### config.mk
export PLATFORM = sky130hd
export DESIGN_NAME = wavelet_result_scheduler_flat
export DESIGN_NICKNAME = d
export VERILOG_FILES = /design/src/rtl/wavelet_result_scheduler_pkg.sv /design/src/rtl/wavelet_result_scheduler_if.sv /design/src/rtl/wavelet_result_scheduler_rr_pick.sv /design/src/rtl/wavelet_result_scheduler.sv /design/src/flat_wrapper.sv
export SDC_FILE = /design/constraint.sdc
export NUM_CORES = 1
export LEC_CHECK = 0
export BUFFER_PORTS_ARGS = -buffer_cell sky130_fd_sc_hd__buf_2
export CAP_MARGIN = 0
export CORE_ASPECT_RATIO = 0.7
export CORE_UTILIZATION = 55
export CTS_BUF_LIST = sky130_fd_sc_hd__clkbuf_4 sky130_fd_sc_hd__clkbuf_8 sky130_fd_sc_hd__clkbuf_16
export DETAILED_ROUTE_END_ITERATION = 8
export PLACE_DENSITY = 0.86
export SYNTH_ARGS = -nofsm -noshare
export SYNTH_HDL_FRONTEND = slang
export SYNTH_SLANG_ARGS = --single-unit
### constraint.sdc
create_clock -name clk -period 8.4 [get_ports clk]
set_clock_uncertainty 0.05 [all_clocks]
set_input_delay 0.84 -clock clk [delete_from_list [all_inputs] [get_ports clk]]
set_output_delay 0.84 -clock clk [all_outputs]
set_load 0.01 [all_outputs]
### src/rtl/wavelet_result_scheduler_pkg.sv
// Shared types and defaults for the wavelet result scheduler.
// WAVELET_SCHED_TIMESTAMP_EN adds per-result sample stamps.
package wavelet_pkg;

  localparam int NUM_FILTERS_DEFAULT = 8;
  localparam int RESULT_BITS_DEFAULT = 16;
  localparam int DIV_WIDTH_DEFAULT   = 4;
  localparam int STAMP_BITS          = 16;

  function automatic int chan_bits(input int n);
    return $clog2(n);
  endfunction

  localparam int CHAN_BITS = chan_bits(NUM_FILTERS_DEFAULT);

  typedef enum logic {
    IDLE,
    OFFER
  } state_t;

endpackage

### src/rtl/wavelet_result_scheduler_if.sv
// Bus bundle between the scheduler (master) and the filter bank / readout (slave).
// WAVELET_SCHED_TIMESTAMP_EN adds the stamp signal.
interface wavelet_result_scheduler_if
  import wavelet_pkg::*;
#(
  parameter int NUM_FILTERS = NUM_FILTERS_DEFAULT,
  parameter int RESULT_BITS = RESULT_BITS_DEFAULT,
  parameter int DIV_WIDTH   = DIV_WIDTH_DEFAULT
);
  localparam int CB = chan_bits(NUM_FILTERS);

  logic [DIV_WIDTH-1:0]               sample_div;
  logic                               sample_en;
  logic [NUM_FILTERS-1:0]             fir_valid;
  logic [NUM_FILTERS*RESULT_BITS-1:0] fir_data;
  logic                               valid;
  logic                               ready;
  logic [RESULT_BITS-1:0]             data;
  logic [CB-1:0]                      chan;
  logic [NUM_FILTERS-1:0]             overrun;
  logic                               clr_overrun;
`ifdef WAVELET_SCHED_TIMESTAMP_EN
  logic [STAMP_BITS-1:0]              stamp;
`endif

  modport master (
    input  sample_div, fir_valid, fir_data, ready, clr_overrun,
`ifdef WAVELET_SCHED_TIMESTAMP_EN
    output stamp,
`endif
    output sample_en, valid, data, chan, overrun
  );

  modport slave (
    output sample_div, fir_valid, fir_data, ready, clr_overrun,
`ifdef WAVELET_SCHED_TIMESTAMP_EN
    input  stamp,
`endif
    input  sample_en, valid, data, chan, overrun
  );

endinterface

### src/rtl/wavelet_result_scheduler_rr_pick.sv
// Combinational round-robin find-first: first set bit of pending at or above ptr, modulo N.
module wavelet_rr_pick #(
  parameter int N  = 8,
  parameter int CW = 3
) (
  input  logic [N-1:0]  pending,
  input  logic [CW-1:0] ptr,
  output logic          any,
  output logic [CW-1:0] grant
);

  logic [CW-1:0] idx;

  // Walk downward so the smallest offset from ptr is the last to write grant.
  always_comb begin
    any   = |pending;
    grant = '0;
    idx   = '0;
    for (int i = N - 1; i >= 0; i--) begin
      idx = CW'((int'(ptr) + i) % N);
      if (pending[idx]) grant = idx;
    end
  end

endmodule

### src/rtl/wavelet_result_scheduler.sv
// Sample-enable divider, per-band result capture and round-robin valid/ready serializer.
// Optional WAVELET_SCHED_TIMESTAMP_EN stamps each captured result with a sample count.
module wavelet_result_scheduler
  import wavelet_pkg::*;
#(
  parameter int NUM_FILTERS = NUM_FILTERS_DEFAULT,
  parameter int RESULT_BITS = RESULT_BITS_DEFAULT,
  parameter int DIV_WIDTH   = DIV_WIDTH_DEFAULT
) (
  input logic                        clk,
  input logic                        rst_n,
  wavelet_result_scheduler_if.master bus
);
  localparam int CB = chan_bits(NUM_FILTERS);

  logic [DIV_WIDTH-1:0]   div_count;
  state_t                 state;
  logic [NUM_FILTERS-1:0] pending;
  logic [CB-1:0]          ptr;
  logic [RESULT_BITS-1:0] slot [NUM_FILTERS];
  logic                   pick_any;
  logic [CB-1:0]          pick_grant;
  logic                   do_grant;
  logic [NUM_FILTERS-1:0] grant_mask;
  logic [NUM_FILTERS-1:0] new_overrun;

  wavelet_rr_pick #(.N(NUM_FILTERS), .CW(CB)) u_pick (
    .pending (pending),
    .ptr     (ptr),
    .any     (pick_any),
    .grant   (pick_grant)
  );

  // A grant happens from IDLE, or in OFFER only on the handshake edge.
  always_comb begin
    do_grant   = pick_any && ((state == IDLE) || bus.ready);
    grant_mask = '0;
    if (do_grant) grant_mask[pick_grant] = 1'b1;
    new_overrun = bus.fir_valid & pending & ~grant_mask;
  end

  always_ff @(posedge clk or negedge rst_n) begin
    if (!rst_n) begin
      div_count     <= '0;
      bus.sample_en <= 1'b0;
    end else if (div_count == bus.sample_div) begin
      div_count     <= '0;
      bus.sample_en <= 1'b1;
    end else if (div_count > bus.sample_div) begin
      div_count     <= '0;
      bus.sample_en <= 1'b0;
    end else begin
      div_count     <= div_count + 1'b1;
      bus.sample_en <= 1'b0;
    end
  end

`ifdef WAVELET_SCHED_TIMESTAMP_EN
  logic [STAMP_BITS-1:0] stamp_count;
  logic [STAMP_BITS-1:0] slot_stamp [NUM_FILTERS];

  always_ff @(posedge clk or negedge rst_n) begin
    if (!rst_n) stamp_count <= '0;
    else if (bus.sample_en) stamp_count <= stamp_count + 1'b1;
  end
`endif

  // A capture on the granted band keeps pending set: the old word leaves, the new one waits.
  always_ff @(posedge clk or negedge rst_n) begin
    if (!rst_n) begin
      pending     <= '0;
      bus.overrun <= '0;
      for (int k = 0; k < NUM_FILTERS; k++) begin
        slot[k] <= '0;
`ifdef WAVELET_SCHED_TIMESTAMP_EN
        slot_stamp[k] <= '0;
`endif
      end
    end else begin
      for (int k = 0; k < NUM_FILTERS; k++) begin
        if (bus.fir_valid[k]) begin
          slot[k]    <= bus.fir_data[k*RESULT_BITS +: RESULT_BITS];
`ifdef WAVELET_SCHED_TIMESTAMP_EN
          slot_stamp[k] <= stamp_count;
`endif
          pending[k] <= 1'b1;
        end else if (grant_mask[k]) begin
          pending[k] <= 1'b0;
        end
      end
      bus.overrun <= bus.clr_overrun ? new_overrun : (bus.overrun | new_overrun);
    end
  end

  always_ff @(posedge clk or negedge rst_n) begin
    if (!rst_n) begin
      state     <= IDLE;
      ptr       <= '0;
      bus.valid <= 1'b0;
      bus.data  <= '0;
      bus.chan  <= '0;
`ifdef WAVELET_SCHED_TIMESTAMP_EN
      bus.stamp <= '0;
`endif
    end else if (do_grant) begin
      state     <= OFFER;
      bus.valid <= 1'b1;
      bus.data  <= slot[pick_grant];
      bus.chan  <= pick_grant;
`ifdef WAVELET_SCHED_TIMESTAMP_EN
      bus.stamp <= slot_stamp[pick_grant];
`endif
      ptr <= (pick_grant == CB'(NUM_FILTERS - 1)) ? '0 : pick_grant + 1'b1;
    end else if (state == OFFER && bus.ready) begin
      state     <= IDLE;
      bus.valid <= 1'b0;
    end
  end

endmodule

### src/flat_wrapper.sv
// flat-port wrapper written by rule: the top's interface ports become plain ports
module wavelet_result_scheduler_flat import wavelet_pkg::*;
#(
  parameter int NUM_FILTERS = NUM_FILTERS_DEFAULT,
  parameter int RESULT_BITS = RESULT_BITS_DEFAULT,
  parameter int DIV_WIDTH   = DIV_WIDTH_DEFAULT
)
  (clk, rst_n, bus_sample_div, bus_fir_valid, bus_fir_data, bus_ready, bus_clr_overrun, bus_sample_en, bus_valid, bus_data, bus_chan, bus_overrun);
  wavelet_result_scheduler_if #(.NUM_FILTERS(NUM_FILTERS), .RESULT_BITS(RESULT_BITS), .DIV_WIDTH(DIV_WIDTH)) bus_i ();
  input logic clk;
  input logic rst_n;
  input wire logic [$bits(bus_i.sample_div)-1:0] bus_sample_div;
  input wire logic [$bits(bus_i.fir_valid)-1:0] bus_fir_valid;
  input wire logic [$bits(bus_i.fir_data)-1:0] bus_fir_data;
  input wire logic [$bits(bus_i.ready)-1:0] bus_ready;
  input wire logic [$bits(bus_i.clr_overrun)-1:0] bus_clr_overrun;
  output wire logic [$bits(bus_i.sample_en)-1:0] bus_sample_en;
  output wire logic [$bits(bus_i.valid)-1:0] bus_valid;
  output wire logic [$bits(bus_i.data)-1:0] bus_data;
  output wire logic [$bits(bus_i.chan)-1:0] bus_chan;
  output wire logic [$bits(bus_i.overrun)-1:0] bus_overrun;
  assign bus_i.sample_div = bus_sample_div;
  assign bus_i.fir_valid = bus_fir_valid;
  assign bus_i.fir_data = bus_fir_data;
  assign bus_i.ready = bus_ready;
  assign bus_i.clr_overrun = bus_clr_overrun;
  assign bus_sample_en = bus_i.sample_en;
  assign bus_valid = bus_i.valid;
  assign bus_data = bus_i.data;
  assign bus_chan = bus_i.chan;
  assign bus_overrun = bus_i.overrun;
  wavelet_result_scheduler #(.NUM_FILTERS(NUM_FILTERS), .RESULT_BITS(RESULT_BITS), .DIV_WIDTH(DIV_WIDTH)) u_core (.clk(clk), .rst_n(rst_n), .bus(bus_i));
endmodule
==> qor.csv, run 1 <==
stage,metric,value,unit
outcome,outcome,"complete, no violations",
floorplanning,num_rows,38,
timing,hold_viol,0,
timing,tns,0,ns
global_routing,grt_max_degree,100,
power_and_ir_drop,combPwrFrac,45.2,%
timing,max_freq,177.7,MHz
critical_path,critPathTopFamily,compound AO/OA/AOI/OAI gates,
route,drt-wirelength-per-cell,20.95,um
timing,relSlewSlack,27.82,%
synth,ys_seq_elements,172,
floorplanning,die_h,109.2,um
finish,final_common_cell,dfrtp_1,
hold_path,hold-path-cell-count,1,
floorplanning,die_w,155.2,um
clocking,cts_hold_buf,0,
critical_path,critical_path.cell_chain,"buf_4, inv_1, ha_1, mux2_2, a221o_1, o41ai_2, o31ai_4, a21oi_4, buf_4, mux2i_1, o21ai_0, a211o_1",
route,wl,24410,um
finish,final_cell_mix,"dfrtp_1, buf_2, mux2_2",
clocking,cts_setup_buffers,0,
global_routing,grt_antenna_before_repair,2,
finish,drive_gt1_share,40.36,%
clocking,clock_path_buffers,2,
floorplanning,start_util,57.24,%
route,vias,7097,
floorplanning,io_pins,173,
timing,grt_setup_unrepaired,false,
route,viasPerCell,6.092,
critical_path,cp-start-kind,register,
global_routing,grt_pass1_wl,38160,um
critical_path,slowest_stage,ha_1,
power_and_ir_drop,vdd_drop_max,0.0001814,V
clocking,cts_resized,0,
clocking,root_buffer,clkbuf_16,
power_and_ir_drop,seq_power_share,32.7,%
clocking,cts_max_level,4,
run,max_cap_violations,0,
critical_path,r2r_cells,12,
clocking,clk_latency,0.43,ns
timing,slew_violations,0,
clocking,cts_num_sinks,172,
synth,syn_nets,945,
critical_path,worst-setup-path-type,register to register,
timing,setup_viol_count_final,0,
synth,synth_area,9035,um^2
clocking,clkTransAtPathRegs,0.07,ns
critical_path,cp_data_arrival_time,5.89,ns
synth,ys_seq_area_share,47.64,%
finish,syn2layout_area_growth,16.84,%
critical_path,endpoint_kind,register,
floorplanning,core-area,15790,um^2
global_routing,grt_overflow,0,
timing,min_period_over_period,67.01,%
synth,ys.flop_type,dfrtp_1,
critical_path,slowest_delay,0.88,ns
critical_path,cp_num_cells,12,
global_routing,grt_usage,30.16,%
synth,synth_edf_count,0,
route,drtIter0Drc,655,
global_routing,grt_pass1_vias,6919,
critical_path,path_max_fanout,30,
power_and_ir_drop,leakagePower,4.705,nW
synth,synthArstFlopShare,100.0,%
floorplanning,die_area,16950,um^2
place,gp_congestion,0.9984,
critical_path,required,8.66,ns
timing,worst_slew_pin_slew,1.062,ns
synth,avgSynthCellArea,11.38,um^2
power_and_ir_drop,p_per_area,332.9,nW/um^2
critical_path,crit_top_cell,buf_4,
finish,nNetsFinal,1082,
synth,synth_warnings,0,
hold_path,hold_class,register to register,
clocking,cts_tree,built,
synth,synthesis.instances,794,
synth,ys_types,60,
power_and_ir_drop,p_switching,1.462,mW
power_and_ir_drop,p_int,2.052,mW
finish,num-fill-cells,1179,
timing,timing.final.crit_period,5.629,ns
power_and_ir_drop,switching_share,41.61,%
place,portBuffers,172,
clocking,cts_buffers,17,
finish,final_util,66.88,%
route,first_pass_iters,5,
place,dp_hpwl,17130,um
route,drcViolationCount,0,
route,drtAntennaViolNets,0,
critical_path,critPathBufInv,3,
power_and_ir_drop,clock_power_share,22.2,%
==> power groups by stage <==
stage                     combinational [mW]  sequential [mW]  clock, mW
final                                   1.59             1.15      0.779
after global routing                    1.73             1.16      0.823
after CTS                               1.57             1.14      0.787
after detailed placement                1.56             1.16          0
after global placement                  1.52             1.15          0
after floorplan                         1.19             1.09          0
==> synthesized netlist by cell type (all sizes together), types with 5 or more instances <==
| cell | count | share of area [%] |
|---|---|---|
| nor2b | 5 | 0.35 |
| clkbuf | 39 | 1.6 |
| nor2 | 16 | 0.66 |
| o2111a | 15 | 1.9 |
| a21oi | 36 | 2.0 |
| ha | 7 | 0.97 |
| o21ai | 44 | 2.6 |
| dfrtp | 172 | 48 |
| a21o | 6 | 0.50 |
| nand2b | 17 | 1.2 |
| mux2 | 141 | 18 |
| mux4 | 14 | 3.5 |
| nand2 | 97 | 4.0 |
| buf | 24 | 1.6 |
| o2bb2ai | 6 | 0.58 |
| nor3 | 19 | 1.2 |
| a211o | 15 | 1.5 |
| inv | 17 | 0.71 |
| a31oi | 18 | 1.2 |
| mux2i | 30 | 3.4 |
==> path summary, 6_finish.rpt <==
check                                                      from                               to  slack, ns
worst max-delay path                  u_core.ptr[0]$_DFFE_PN0P_   u_core.bus.data[1]$_DFFE_PN0P_       2.77
worst min-delay path            u_core.bus.overrun[5]$_DFF_PN0_  u_core.bus.overrun[5]$_DFF_PN0_       0.44
worst max register to register        u_core.ptr[0]$_DFFE_PN0P_   u_core.bus.data[1]$_DFFE_PN0P_       2.77
worst min register to register  u_core.bus.overrun[5]$_DFF_PN0_  u_core.bus.overrun[5]$_DFF_PN0_       0.44
max in group asynchronous                                 rst_n     u_core.slot[118]$_DFFE_PN0P_       6.37
min in group asynchronous                                 rst_n     u_core.slot[114]$_DFFE_PN0P_       0.47
==> flip-flops by register name, summed over array words and instances (netlist names) <==
name / cells
u_core.slot: 128
u_core.bus.overrun: 8
u_core.bus.valid: 1
u_core.bus.sample_en: 1
u_core.bus.data: 16
u_core.div_count: 4
u_core.ptr: 3
u_core.pending: 8
u_core.bus.chan: 3
==> metal layers <==
layer	wire length (um)	track usage, %	up-vias
li1	-	-	3173
met1	11010	42.75	3496
met2	10620	45.69	380
met3	2110	7.353	46
met4	661	10.08	2
met5	13	0	-
==> cells by family after synthesis <==
group                    synth area share, %
flip-flops                             47.64
AO/OA/AOI/OAI                          13.90
buffers and inverters                  3.878
multiplexers                           24.51
XOR/XNOR                              0.5816
adder cells (fa/ha/maj)               0.9694
AND/OR/NAND/NOR                        8.517
==> final cells by class <==
type                       count  area [um^2]  share of cell area (%)
clock inverter                14        151.4                   1.434
tap                          220        275.3                   2.608
antenna                        1        2.502                 0.02371
clock buffer                  18        432.9                   4.101
inverter                      17        63.81                  0.6045
sequential                   172         4304                   40.77
multi-input combinational    542         4392                   41.60
timing repair buffer         181        934.6                   8.854
==> through the flow <==
stage | hold WS, ns | cell area, um^2 | std cells | power [mW] | worst slack, ns
after floorplan | 0.4030 | 9035 | 794 | 2.285 | 4.095
after global placement | 0.4203 | 9970 | 1132 | 2.673 | 3.088
after detailed placement | 0.4223 | 9970 | 1132 | 2.711 | 2.931
after CTS | 0.4406 | 10550 | 1164 | 3.496 | 2.861
after global routing | 0.4510 | 10550 | 1164 | 3.717 | 2.526
final | 0.4385 | 10560 | 1165 | 3.514 | 2.771
No activity file was read; power rests on OpenSTA's default activity.
==> run 2, diff against run 1 <==
--- a/config.mk
+++ b/config.mk
@@ -8,10 +8,10 @@
 export BUFFER_PORTS_ARGS = -buffer_cell sky130_fd_sc_hd__buf_2
 export CAP_MARGIN = 0
 export CORE_ASPECT_RATIO = 0.7
-export CORE_UTILIZATION = 55
+export CORE_UTILIZATION = 51
 export CTS_BUF_LIST = sky130_fd_sc_hd__clkbuf_4 sky130_fd_sc_hd__clkbuf_8 sky130_fd_sc_hd__clkbuf_16
 export DETAILED_ROUTE_END_ITERATION = 8
-export PLACE_DENSITY = 0.86
+export PLACE_DENSITY = 0.84
 export SYNTH_ARGS = -nofsm -noshare
 export SYNTH_HDL_FRONTEND = slang
 export SYNTH_SLANG_ARGS = --single-unit
==> constraint.sdc (replaced) <==
create_clock -name clk -period 4.9 [get_ports clk]
set_clock_uncertainty 0.05 [all_clocks]
set_input_delay 0.49 -clock clk [delete_from_list [all_inputs] [get_ports clk]]
set_output_delay 0.49 -clock clk [all_outputs]
set_load 0.01 [all_outputs]
==> qor.csv, run 2 (synthesized netlist as in run 1, its figures left out) <==
stage,metric,value,unit,change
outcome,outcome,"complete, no violations",,
global_routing,grt_pass1_vias,7066,,+2.1%
timing,max_freq,243.1,MHz,+37%
critical_path,r2r-end,u_core.bus.data[0]$_DFFE_PN0P_,,
floorplanning,die_area,18260,um^2,+7.7%
timing,slew_violations,0,,unchanged
clocking,clkTransAtPathRegs,0.07,ns,about the same
route,vias,7282,,+2.6%
route,first_pass_iters,5,,unchanged
finish,antennaDiodeCount,0,,-1
timing,grt_setup_unrepaired,false,,
clocking,cts_num_sinks,172,,unchanged
route,drtIter0Drc,673,,+2.7%
timing,worst_slack,0.7858,ns,-1.986 ns
clocking,cts_resized,0,,unchanged
global_routing,grt_max_degree,106,,+6.0%
power_and_ir_drop,p_total,6.171,mW,+76%
finish,top_regs,"u_core.slot: 128 flops, u_core.bus.data: 16 flops",,
finish,final_util,61.80,%,-5.1 points
critical_path,rr_startpoint,u_core.ptr[1]$_DFFE_PN0P_,,
route,drcViolationCount,0,,unchanged
critical_path,worst-setup-path-type,register to register,,
critical_path,r2r_cells,11,,-1
critical_path,required,5.22,ns,-3.44 ns
finish,largest_reg_flops,128,,unchanged
route,wl,25000,um,+2.4%
finish,top_register,u_core.slot,,
floorplanning,die_w,161.1,um,+3.8%
clocking,cts_buffers,17,,unchanged
critical_path,path_max_fanout,17,,-43%
critical_path,endpoint_kind,register,,
clocking,cts_max_level,4,,unchanged
power_and_ir_drop,p_per_area,578.3,nW/um^2,+74%
finish,syn2layout_area_growth,18.11,%,
critical_path,r2r_slack,0.79,ns,-1.99 ns
hold_path,hold_class,input port to async pin,,
run,max_cap_violations,0,,unchanged
floorplanning,num_rows,40,,+5.3%
clocking,clk_latency,0.43,ns,about the same
power_and_ir_drop,leakagePower,4.765,nW,+1.3%
finish,final_common_cell,dfrtp_1,,
global_routing,grt_antenna_before_repair,2,,unchanged
floorplanning,start_util,52.33,%,-4.9 points
global_routing,grt_pass1_wl,39440,um,+3.4%
route,viasPerCell,6.150,,+0.96%
place,gp_congestion,0.9406,,-5.8%
critical_path,cp-start-kind,register,,
timing,hold_viol,0,,unchanged
clocking,cts_setup_buffers,0,,unchanged
global_routing,grt_overflow,0,,unchanged
floorplanning,die_h,113.4,um,+3.8%
clocking,clock_path_buffers,2,,unchanged
timing,tns,0,ns,unchanged
timing,relSlewSlack,36.19,%,+8.4 points
global_routing,grt_usage,28.50,%,-1.7 points
critical_path,startpoint,u_core.ptr[1]$_DFFE_PN0P_,,
clocking,cts_hold_buf,0,,unchanged
floorplanning,io_pins,173,,unchanged
route,drtAntennaViolNets,0,,unchanged
finish,final_cell_mix,"dfrtp_1, buf_2, mux2_2",,
clocking,cts_tree,built,,
critical_path,cp_data_arrival_time,4.43,ns,-1.46 ns
timing,timing.final.crit_period,4.114,ns,-1.514 ns
floorplanning,core-area,17270,um^2,+9.4%
finish,nNetsFinal,1091,,+0.83%
timing,setup_viol_count_final,0,,unchanged
power_and_ir_drop,vdd_drop_max,0.0003903,V,+120%
timing,worst_slew_pin_slew,0.9571,ns,-0.1046 ns
clocking,root_buffer,clkbuf_16,,
route,drt-wirelength-per-cell,21.11,um,+0.75%
timing,min_period_over_period,83.96,%,+17 points
place,portBuffers,172,,unchanged
place,dp_hpwl,17740,um,+3.6%
place,place_ws,0.8724,ns,-2.058 ns
finish,drive_gt1_share,41.03,%,+0.67 points
## run 2: layout make-up
cell class,instances,area (um^2)
fill,1367,6595
multi-input combinational,542,4404
sequential,172,4304
timing repair buffer,190,1015
clock buffer,18,439.2
tap,231,289.0
clock inverter,14,156.4
inverter,17,63.81
## run 2: worst max-delay path by stage
| stage | to | slack [ns] | depth (start not counted) |
|---|---|---|---|
| after floorplan | u_core.bus.data[8]$_DFFE_PN0P_ | 0.60 | 16 |
| after global placement | u_core.bus.data[8]$_DFFE_PN0P_ | 0.88 | 11 |
| after detailed placement | u_core.bus.data[11]$_DFFE_PN0P_ | 0.87 | 11 |
| after CTS | u_core.bus.data[0]$_DFFE_PN0P_ | 0.80 | 11 |
| after global routing | u_core.bus.data[0]$_DFFE_PN0P_ | 0.56 | 11 |
| final | u_core.bus.data[0]$_DFFE_PN0P_ | 0.79 | 11 |
## run 2: where the power goes
part           switching, mW  leakage, nW  internal, mW  total, mW
logic                   1.68         2.47          1.17       2.86
registers              0.254         2.00          1.68       1.93
clock network          0.604        0.292         0.777       1.38
total                   2.54         4.77          3.63       6.17
## run 2: metrics by stage
step	hold WS, ns	cell area [um^2]	instances
2_1_floorplan	0.1444	9035	794
3_5_place_dp	0.4285	10080	1152
6_report	0.1258	10670	1184
3_3_place_gp	0.4201	10080	1152
4_1_cts	0.1655	10670	1184
5_1_grt	0.2128	10670	1184
## run 2: critical path, cell delays in order (launching register included)
cell	delay [ns]
dfrtp_1	0.34
inv_1	0.14
ha_1	0.72
mux4_2	0.45
mux2i_1	0.33
nor2b_1	0.11
or3_1	0.38
o211a_1	0.33
or3_1	0.57
buf_4	0.26
o21ai_0	0.23
a211o_1	0.14
## run 2: metal layers
metal	vias to the layer above	share of wire (%)	GRT usage [%]
met5	-	0.10	0
met4	4	2.2	8.365
met3	41	9.5	8.541
met2	386	44	41.95
met1	3660	44	40.63
li1	3191	-	-
==> run 3, diff against run 2 <==
==> constraint.sdc (replaced) <==
create_clock -name clk -period 3.5 [get_ports clk]
set_clock_uncertainty 0.05 [all_clocks]
set_input_delay 0.35 -clock clk [delete_from_list [all_inputs] [get_ports clk]]
set_output_delay 0.35 -clock clk [all_outputs]
set_load 0.01 [all_outputs]
==> qor.csv, run 3 (synthesized netlist as in run 1, its figures left out) <==
stage,metric,value,unit,change
outcome,outcome,"complete, no violations",,
global_routing,grt_pass1_vias,7353,,+4.1%
power_and_ir_drop,p_total,9.587,mW,+55%
route,vias,7399,,+1.6%
place,gp_congestion,0.9786,,+4.0%
floorplanning,die_area,18260,um^2,unchanged
global_routing,grt_overflow,0,,unchanged
clocking,clkTransAtPathRegs,0.07,ns,about the same
finish,nNetsFinal,1133,,+3.8%
critical_path,worst-setup-path-type,register to register,,
critical_path,required,3.83,ns,-1.39 ns
finish,final_cell_mix,"dfrtp_1, buf_2, mux2_2",,
critical_path,path_max_fanout,12,,-5
finish,finalNonFillerCells,1228,,+3.7%
timing,relSlewSlack,49.75,%,+14 points
clocking,cts_max_level,4,,unchanged
critical_path,critical_path.cell_chain,"mux4_2, mux2_4, or3_1, a311o_1, o211a_1, or3_1, buf_6, o21ai_1, a211o_1",,
finish,final_cell_area,11260,um^2,+5.5%
critical_path,critPathTopFamily,compound AO/OA/AOI/OAI gates,,
finish,syn2layout_area_growth,24.58,%,
critical_path,endpoint_kind,register,,
place,placed_area,10400,um^2,+3.2%
floorplanning,die_h,113.4,um,unchanged
finish,top_regs,"u_core.slot: 128 flops, u_core.bus.data: 16 flops",,
hold_path,hold_class,input port to register,,
critical_path,crit_top_cell,or3_1,,
power_and_ir_drop,vdd_drop_max,0.0004734,V,+21%
finish,drive_gt1_share,44.92,%,+3.9 points
clocking,clk_latency,0.44,ns,about the same
route,drtAntennaViolNets,0,,unchanged
route,drtIter0Drc,630,,-6.4%
finish,largest_reg_flops,128,,unchanged
global_routing,grt_usage,29.15,%,+0.65 points
clocking,cts_buffers,17,,unchanged
power_and_ir_drop,clock_power_share,20.3,%,-2.1 points
timing,worst_slew_pin_slew,0.7538,ns,-0.2033 ns
power_and_ir_drop,p_switching,3.834,mW,+51%
global_routing,grt_pass1_wl,40240,um,+2.0%
place,placed_cells,1179,,+2.3%
timing,min_period_over_period,97.55,%,+14 points
place,dp_hpwl,18440,um,+3.9%
timing,setup_viol_count_final,0,,unchanged
finish,final_common_cell,dfrtp_1,,
timing,hold_viol,0,,unchanged
place,place_ws,0.08439,ns,-0.7880 ns
floorplanning,die_w,161.1,um,unchanged
timing,whs,0.09237,ns,-0.03338 ns
critical_path,cp_data_arrival_time,3.74,ns,-0.69 ns
route,viasPerCell,6.025,,-2.0%
clocking,cts_tree,built,,
critical_path,slowest_delay,0.54,ns,-0.18 ns
power_and_ir_drop,combPwrFrac,52.0,%,+5.7 points
global_routing,grt_antenna_before_repair,4,,+2
power_and_ir_drop,p_int,5.752,mW,+59%
timing,slew_violations,0,,unchanged
route,drt-wirelength-per-cell,21.18,um,+0.34%
floorplanning,core-area,17270,um^2,unchanged
clocking,clock_path_buffers,2,,unchanged
finish,final_util,65.19,%,+3.4 points
run,max_cap_violations,0,,unchanged
power_and_ir_drop,leakagePower,5.040,nW,+5.8%
timing,tns,0,ns,unchanged
critical_path,critPathBufInv,1,,-1
route,first_pass_iters,5,,unchanged
power_and_ir_drop,p_per_area,851.7,nW/um^2,+47%
power_and_ir_drop,switching_share,40.00,%,-1.2 points
clocking,cts_num_sinks,172,,unchanged
timing,timing.final.crit_period,3.414,ns,-0.7000 ns
critical_path,slowest_stage,dfrtp_1,,
timing,worst_slack,0.08576,ns,-0.7000 ns
floorplanning,num_rows,40,,unchanged
global_routing,grt_max_degree,83,,-22%
route,drcViolationCount,0,,unchanged
power_and_ir_drop,seq_power_share,27.7,%,-3.6 points
finish,top_register,u_core.slot,,
critical_path,cp-start-kind,register,,
route,wl,26010,um,+4.1%
clocking,root_buffer,clkbuf_16,,
floorplanning,io_pins,173,,unchanged
timing,max_freq,292.9,MHz,+21%
floorplanning,start_util,52.33,%,unchanged
place,portBuffers,172,,unchanged
-- run 3: cell types whose count changed in the layout (fill, tap and decap cells not counted), sizes merged --
cell,before,now
diode,0,2
buf,190,229
clkinvlp,2,1
inv,24,21
dlygate4sd3,0,1
clkinv,3,6
clkbuf,18,21
-- run 3: area by class of cell --
type | instances | area [um^2]
Inverter | 17 | 68.82
Clock inverter | 13 | 157.7
Sequential cell | 172 | 4304
Antenna cell | 2 | 5.005
Clock buffer | 19 | 452.9
Timing Repair Buffer | 232 | 1445
Multi-Input combinational cell | 542 | 4533
Tap cell | 231 | 289.0
Fill cell | 1298 | 6011
-- run 3: final timing paths --
path	to	slack, ns	startpoint	depth (start not counted)
worst min-delay path	u_core.slot[88]$_DFFE_PN0P_	0.09	bus_fir_data[40]	2
max in group asynchronous	u_core.slot[56]$_DFFE_PN0P_	1.96	rst_n	3
min in group asynchronous	u_core.bus.overrun[6]$_DFF_PN0_	0.50	rst_n	2
worst min register to register	u_core.bus.chan[1]$_DFFE_PN0P_	0.42	u_core.bus.chan[1]$_DFFE_PN0P_	2
worst max register to register	u_core.bus.data[13]$_DFFE_PN0P_	0.09	u_core.pending[4]$_DFFE_PN0P_	9
worst max-delay path	u_core.bus.data[13]$_DFFE_PN0P_	0.09	u_core.pending[4]$_DFFE_PN0P_	9
-- run 3: per-layer routing --
layer | wire length, um | track usage (%) | vias up
met5 | 25 | 0 | -
met4 | 617 | 9.811 | 4
met3 | 2531 | 7.991 | 46
met2 | 11470 | 43.76 | 386
met1 | 11360 | 40.91 | 3679
li1 | - | - | 3284
-- run 3: worst reg2reg max path, cell delays in order (launching register included) --
cell	delay, ns
dfrtp_1	0.54
mux4_2	0.55
mux2_4	0.32
or3_1	0.34
a311o_1	0.39
o211a_1	0.26
or3_1	0.41
buf_6	0.18
o21ai_1	0.20
a211o_1	0.12
-- run 3: timing repair --
| item | in CTS | in global routing |
|---|---|---|
| gates resized for setup | 0 | 18 |
| hold buffers | 1 | 0 |
| hold endpoints to repair | 80 | 0 |
| setup endpoints to repair | 0 | 25 |
| setup buffers | 0 | 12 |
-- run 3: power groups by stage --
stage	combinational [mW]	sequential, mW	clock (mW)
floorplan	3.12	2.62	0
global placement	4.37	2.66	0
detailed placement	4.43	2.68	0
CTS	4.47	2.64	1.98
global route	5.34	2.69	2.05
finish	4.98	2.66	1.95
